==> src/rtl/seg_pkg.sv <==
// seg_pkg: shared seven-segment codes (active-low, bit0 = a) and control FSM states
package seg_pkg;
   typedef enum logic [1:0] {ST_IDLE, ST_CONV, ST_FINISH} state_t;
   localparam logic [6:0] SEG_BLANK = 7'h7F;
   localparam logic [6:0] SEG_DASH  = 7'h3F;
   localparam logic [6:0] SEG_HEX [16] = '{
      7'h40, 7'h79, 7'h24, 7'h30, 7'h19, 7'h12, 7'h02, 7'h78,
      7'h00, 7'h10, 7'h08, 7'h03, 7'h46, 7'h21, 7'h06, 7'h0E
   };
endpackage

==> src/rtl/seg_bin2bcd.sv <==
// seg_bin2bcd: sequential shift-add-3 binary to BCD, one bit per cycle after start_i
module seg_bin2bcd #(
   parameter int DATA_W = 16,
   parameter int BCD_W  = 24
) (
   input  logic              clk_i,
   input  logic              rst_i,
   input  logic              start_i,
   input  logic [DATA_W-1:0] bin_i,
   output logic              done_o,
   output logic [BCD_W-1:0]  bcd_o
);
   localparam int CNT_W = $clog2(DATA_W);
   logic [DATA_W-1:0] r_bin;
   logic [BCD_W-1:0]  r_bcd, w_adj;
   logic [CNT_W-1:0]  r_cnt;
   logic              r_run;
   always_comb begin
      w_adj = r_bcd;
      for (int i = 0; i < BCD_W / 4; i++)
         w_adj[4*i +: 4] = (r_bcd[4*i +: 4] > 4'd4) ? r_bcd[4*i +: 4] + 4'd3 : r_bcd[4*i +: 4];
   end
   always_ff @(posedge clk_i) begin
      if (rst_i) begin
         r_bin <= '0;
         r_bcd <= '0;
         r_cnt <= '0;
         r_run <= 1'b0;
      end else if (start_i) begin
         r_bin <= bin_i;
         r_bcd <= '0;
         r_cnt <= '0;
         r_run <= 1'b1;
      end else if (r_run) begin
         r_bcd <= {w_adj[BCD_W-2:0], r_bin[DATA_W-1]};
         r_bin <= r_bin << 1;
         r_cnt <= r_cnt + CNT_W'(1);
         r_run <= r_cnt != CNT_W'(DATA_W - 1);
      end
   end
   // done_o marks the cycle whose closing edge performs the final shift
   assign done_o = r_run && (r_cnt == CNT_W'(DATA_W - 1));
   assign bcd_o  = r_bcd;
endmodule

==> src/rtl/seg_scan_mux.sv <==
// seg_scan_mux: multiplexed seven-segment driver showing a hex or decimal value,
// with leading-zero blanking and overflow dashes; scanning never pauses for loads.
module seg_scan_mux import seg_pkg::*; #(
   parameter  int DIGITS      = 4,
   parameter  int REFRESH_DIV = 50000,
   localparam int DATA_W      = 4 * DIGITS
) (
   input  logic              clk_i,
   input  logic              rst_i,
   input  logic [DATA_W-1:0] value_i,
   input  logic              mode_i,
   input  logic              blank_lz_i,
   input  logic              load_i,
   output logic              busy_o,
   output logic [6:0]        seg_o,
   output logic [DIGITS-1:0] ss_o
);
   localparam int BCD_W = 4 * (DIGITS + 2);
   localparam int CNT_W = $clog2(REFRESH_DIV);
   localparam int IDX_W = (DIGITS > 1) ? $clog2(DIGITS) : 1;
   state_t            r_state, w_state_nx;
   logic [DATA_W-1:0] r_val;
   logic              r_mode, r_blank;
   logic [6:0]        r_disp [DIGITS];
   logic [6:0]        w_code [DIGITS];
   logic [CNT_W-1:0]  r_cnt, w_cnt_nx;
   logic [IDX_W-1:0]  r_idx, w_idx_nx;
   logic [6:0]        r_seg, w_seg_nx;
   logic [DIGITS-1:0] r_ss, w_ss_nx;
   logic              w_load, w_done, w_tc, w_zero, w_ovf;
   logic [3:0]        w_nib;
   logic [BCD_W-1:0]  w_bcd;
   assign w_load = load_i && (r_state == ST_IDLE);
   seg_bin2bcd #(.DATA_W(DATA_W), .BCD_W(BCD_W)) u_bcd (
      .clk_i  (clk_i),
      .rst_i  (rst_i),
      .start_i(w_load && mode_i),
      .bin_i  (value_i),
      .done_o (w_done),
      .bcd_o  (w_bcd)
   );
   always_comb begin
      w_state_nx = r_state;
      if (r_state == ST_IDLE && load_i) w_state_nx = mode_i ? ST_CONV : ST_FINISH;
      else if (r_state == ST_CONV && w_done) w_state_nx = ST_FINISH;
      else if (r_state == ST_FINISH) w_state_nx = ST_IDLE;
   end
   // walk from the top digit so w_zero means "this digit and all above are zero"
   always_comb begin
      w_zero = 1'b1;
      w_nib  = '0;
      w_ovf  = r_mode && (w_bcd[BCD_W-1 -: 8] != '0);
      for (int i = DIGITS - 1; i >= 0; i--) begin
         w_nib     = r_mode ? w_bcd[4*i +: 4] : r_val[4*i +: 4];
         w_zero    = w_zero && (w_nib == 4'd0);
         w_code[i] = w_ovf ? SEG_DASH : (r_blank && w_zero && i != 0) ? SEG_BLANK : SEG_HEX[w_nib];
      end
   end
   always_comb begin
      w_tc     = r_cnt == CNT_W'(REFRESH_DIV - 1);
      w_cnt_nx = w_tc ? '0 : r_cnt + CNT_W'(1);
      w_idx_nx = !w_tc ? r_idx : (r_idx == IDX_W'(DIGITS - 1)) ? '0 : r_idx + IDX_W'(1);
      w_ss_nx  = (w_cnt_nx == '0) ? '1 : ~(DIGITS'(1) << w_idx_nx);
      w_seg_nx = (r_state == ST_FINISH) ? w_code[w_idx_nx] : r_disp[w_idx_nx];
   end
   always_ff @(posedge clk_i) begin
      if (rst_i) begin
         r_state <= ST_IDLE;
         r_val   <= '0;
         r_mode  <= 1'b0;
         r_blank <= 1'b0;
         r_disp  <= '{default: SEG_BLANK};
         r_cnt   <= '0;
         r_idx   <= '0;
         r_seg   <= SEG_BLANK;
         r_ss    <= '1;
      end else begin
         r_state <= w_state_nx;
         r_cnt   <= w_cnt_nx;
         r_idx   <= w_idx_nx;
         r_seg   <= w_seg_nx;
         r_ss    <= w_ss_nx;
         if (w_load) begin
            r_val   <= value_i;
            r_mode  <= mode_i;
            r_blank <= blank_lz_i;
         end
         if (r_state == ST_FINISH) r_disp <= w_code;
      end
   end
   assign busy_o = r_state != ST_IDLE;
   assign seg_o  = r_seg;
   assign ss_o   = r_ss;
endmodule
==> config.mk <==
export PLATFORM = sky130hd
export DESIGN_NAME = seg_scan_mux
export DESIGN_NICKNAME = d
export VERILOG_FILES = /design/src/rtl/seg_pkg.sv /design/src/rtl/seg_bin2bcd.sv /design/src/rtl/seg_scan_mux.sv
export SDC_FILE = /design/constraint.sdc
export NUM_CORES = 1
export LEC_CHECK = 0
export CORE_AREA = 2 2 115 117
export DETAILED_ROUTE_END_ITERATION = 12
export DIE_AREA = 0 0 117 119
export PLACE_DENSITY = 0.75
export SLEW_MARGIN = 15
export SYNTH_ARGS = -nofsm -noshare
export SYNTH_HDL_FRONTEND = slang
export SYNTH_SLANG_ARGS = --single-unit
==> constraint.sdc <==
create_clock -name clk_i -period 3.1 [get_ports clk_i]
set_clock_uncertainty 0.15 [all_clocks]
set_input_delay 0.62 -clock clk_i [delete_from_list [all_inputs] [get_ports clk_i]]
set_output_delay 0.62 -clock clk_i [all_outputs]
set_load 0.02 [all_outputs]
==> summary.log <==
qor: grt.grt_first_pass_wirelength 27100 um
qor: yosys.synthesis.yosys.warnings 0
qor: clocking.cts_resized 0
qor: yosys.ys_dominant_reg_cell dfxtp_1
qor: power_and_ir_drop.power.sequential.fraction 38.7%
qor: yosys.synth_compound_gate_area_share 15.7%
qor: floorplanning.vertical_die_dimension 119 um
qor: yosys.synth-seq-area-share 35.8%
qor: routing.detail-route-antenna-nets 0
qor: critical_path.worstSetupEndpointType flop
qor: grt.grt_max_degree 34
qor: timing.final.period_utilization 91.5%
qor: timing.finalSetupViolCount 0
qor: worst_hold_path.hp-class flop to flop
qor: yosys.synthMuxAreaShare 11.9%
qor: power_and_ir_drop.power.internal 3360 uW
qor: clocking.path_clk_slew 0.05 ns
qor: power_and_ir_drop.portion_of_total_power_attributed_to_the_clock_network 46.8%
qor: power_and_ir_drop.p_switching 1140 uW
qor: critical_path.cp_startpoint_kind flop
qor: routing.via_per_inst 5.72
qor: critical_path.critPathCapture seg_o[6]
qor: final_layout.ff_latch_area 2440 um2
qor: critical_path.r2r.worst_path.cells 6
qor: critical_path.worst_ep_arrival_time 2.99 ns
qor: routing.initialDrtViolationCount 406
qor: floorplanning.die_area 13900 um2
qor: clocking.cts_inserted_buffers 17
qor: clocking.clock_latency 0.42 ns
qor: final_layout.count_of_fill_cells_added_during_filler_insertion 1083
qor: floorplanning.floorplan_row_count 42
qor: power_and_ir_drop.netSwitchingFraction 25.3%
qor: yosys.synth.area.top_cells dfxtp_1 36%, mux2i_1 9.3%, ha_1 7.5%
qor: critical_path.cp.required 3.25 ns
qor: power_and_ir_drop.pwr-share-comb 14.5%
qor: yosys.synthDominantAreaCellType dfxtp_1
qor: yosys.synthCells 803
qor: yosys.yosys.area_share.simple 19.5%
qor: critical_path.setup.reg_to_reg.worst_slack 0.26 ns
qor: critical_path.crit_path_cell_trace or4b_1, nor4_4, mux2i_1, buf_4, a221oi_1, or4_1
qor: routing.finalWirelength 16200 um
qor: yosys.synth.most_common_cell dfxtp_1
qor: critical_path.worst_path_dominant_cell_family simple AND/OR/NAND/NOR gates
qor: floorplanning.design.core.area 12900 um2
qor: clocking.post_cts.repair.setup_buffers 0
qor: routing.drc 0
qor: timing.post-route-min-period 2.84 ns
qor: yosys.netlist_area 6820 um2
qor: routing.wl_per_cell 15.8 um
qor: critical_path.critical_path_depth 6
qor: routing.dr_total_vias 5860
qor: timing.postLayoutSetupSlackWorst 0.262 ns
qor: yosys.synth.top_cell.area_share 35.8%
qor: critical_path.crit_path_top_delay_cell or4b_1
qor: timing.max_slew_margin 54.6%
qor: critical_path.slowest_delay 0.52 ns
qor: final_layout.areaGrowthSynthToFinish 18.0%
qor: status.result_of_the_run finished clean
qor: yosys.synth-edff-count 0
qor: critical_path.critPathMaxFanout 14
qor: clocking.cts-root-to-sink-buffers 2
qor: timing.finalSetupTns 0 ns
qor: final_layout.multi_input_area 4060 um2
qor: place.hpwlAfterDp 11800 um
qor: yosys.fraction_of_synthesis_flops_using_an_asynchronous_set_or_reset_pin 0%
qor: grt.first_global_vias 5837
qor: clocking.tritoncts_clock_tree done
qor: floorplanning.ios 33
qor: place.gpl.final_weighted_congestion 0.889
qor: place.number_of_buffers_added_on_ports 32
qor: yosys.synthXorXnorAreaFrac 4.63%
qor: place.pre_cts_ws 0.204 ns
qor: grt.grt_antenna_before_repair 0
qor: critical_path.reg2reg_to seg_o[6]
qor: yosys.synth-adder-area-share 7.53%
qor: flow_run.max-cap-violations 0
qor: timing.rsz_0062_raised_after_global_routing false
qor: critical_path.critical_path.startpoint r_cnt[6]
qor: yosys.syn_area_per_cell 8.49 um2
qor: routing.drt_first_pass_iters 4
qor: critical_path.ff_to_ff_start r_cnt[6]
qor: final_layout.final_util 62.5%
qor: critical_path.crit_buf_inv 1
qor: clocking.cts.root.buffer_cell clkbuf_16
qor: grt.grt_overflow 0
qor: floorplanning.dieWidth 117 um
qor: yosys.synth_top_family_by_area simple AND/OR/NAND/NOR gates
qor: power_and_ir_drop.p_leak 0.00316 uW
qor: clocking.htree_num_levels 4
qor: floorplanning.initial_core_util 52.9%
qor: yosys.syn-num-nets 865
qor: yosys.ys_ff_latch 122
qor: timing.drv_slew 0
qor: yosys.leading_cell_types_by_count_after_synthesis 122 x dfxtp_1, 93 x nor2_1, 79 x nand2_1
qor: final_layout.num-nets-final 898
qor: timing.final_hold_violation_count 0
qor: critical_path.setup.worst_path.class flop to flop
qor: clocking.cts_hold_buffers 0
qor: timing.maxClockFrequency 352 MHz
qor: yosys.yosysUniqueCellTypes 65
qor: power_and_ir_drop.power_per_cell_area 559 nW/um2
qor: final_layout.layout-drive-gt1-share 9.89%
qor: timing.worst_slew_pin_slew 0.681 ns
qor: clocking.clk_sink_count 122
qor: power_and_ir_drop.peakVddDrop 443 uV
qor: final_layout.n_antenna_cell 0
qor: grt.grtUsageTotal 24.6%
## worst register-to-register path, stage by stage, from the launching register on
cell and delay, ns:
dfxtp_1 0.47, or4b_1 0.52, nor4_4 0.41, mux2i_1 0.32, buf_4 0.25, a221oi_1 0.11
or4_1 0.47
## per-stage QoR
step | instance area, um2 | std cells | hold WS [ns] | total power, uW
after floorplan | 6820 | 803 | 0.285 | 2200
after global placement | 7410 | 993 | 0.301 | 2390
after detailed placement | 7410 | 993 | 0.304 | 2420
after CTS | 8040 | 1025 | 0.311 | 4520
after global routing | 8050 | 1025 | 0.339 | 4670
final | 8050 | 1025 | 0.308 | 4500
## worst min path at each step
stage / start / to / slack [ns] / cells past startpoint
finish: r_val[0] / r_val[0] / 0.31 / 2
global route: r_val[0] / r_val[0] / 0.34 / 2
CTS: r_val[0] / r_val[0] / 0.31 / 2
detailed placement: r_val[0] / r_val[0] / 0.30 / 2
global placement: r_val[0] / r_val[0] / 0.30 / 2
floorplan: r_disp[2] / r_disp[2] / 0.28 / 1
## per-layer routing
layer / track usage, % / wire length [um] / vias up
met5: 0 / 0 / -
met4: 12.1 / 513 / 0
met3: 5.14 / 582 / 40
met2: 42.0 / 8070 / 111
met1: 28.8 / 6990 / 2807
li1: - / - / 2902
## kinds of logic (layout without fill, tap and decap cells)
family,count (synthesis),in the layout
AO/OA/AOI/OAI,161,161
XOR/XNOR,36,36
adder cells (fa/ha/maj),41,41
buffers and inverters,85,131
flip-flops,122,122
multiplexers,77,77
AND/OR/NAND/NOR,281,281
## state kept, by name, summed over array words and instances (netlist names)
| name | cells |
|---|---|
| r_blank | 1 |
| r_state | 2 |
| r_mode | 1 |
| r_disp | 28 |
| r_idx | 2 |
| ss_o | 4 |
| u_bcd.bcd_o | 24 |
| u_bcd.r_bin | 16 |
| r_cnt | 16 |
| r_val | 16 |
| seg_o | 7 |
| u_bcd.r_cnt | 4 |
| u_bcd.r_run | 1 |
## cell usage in the layout (no fill, tap or decap), types with 22 or more instances in the layout
cell,count
inv_1,34
xnor2_1,22
ha_1,41
nor2_1,93
mux2i_1,61
a21oi_1,41
clkdlybuf4s50_1,31
dfxtp_1,121
buf_4,32
a211oi_1,24
o21ai_0,23
nand2_1,79
## power by group through the flow
stage / sequential (uW) / combinational, uW / clock [uW]
after floorplan: 1750 / 454 / 0
after global placement: 1770 / 622 / 0
after detailed placement: 1770 / 646 / 0
after CTS: 1740 / 651 / 2130
after global routing: 1750 / 722 / 2200
final: 1740 / 652 / 2100
## final cells by class
class,instances,share of cell area (%)
clock buffers,25,6.03
clock inverters,7,1.71
inverters,34,1.59
multi-input cells,596,50.4
flip-flops and latches,122,30.4
well taps,176,2.74
repair buffers,65,7.15
(Power assumes the default switching activity.)
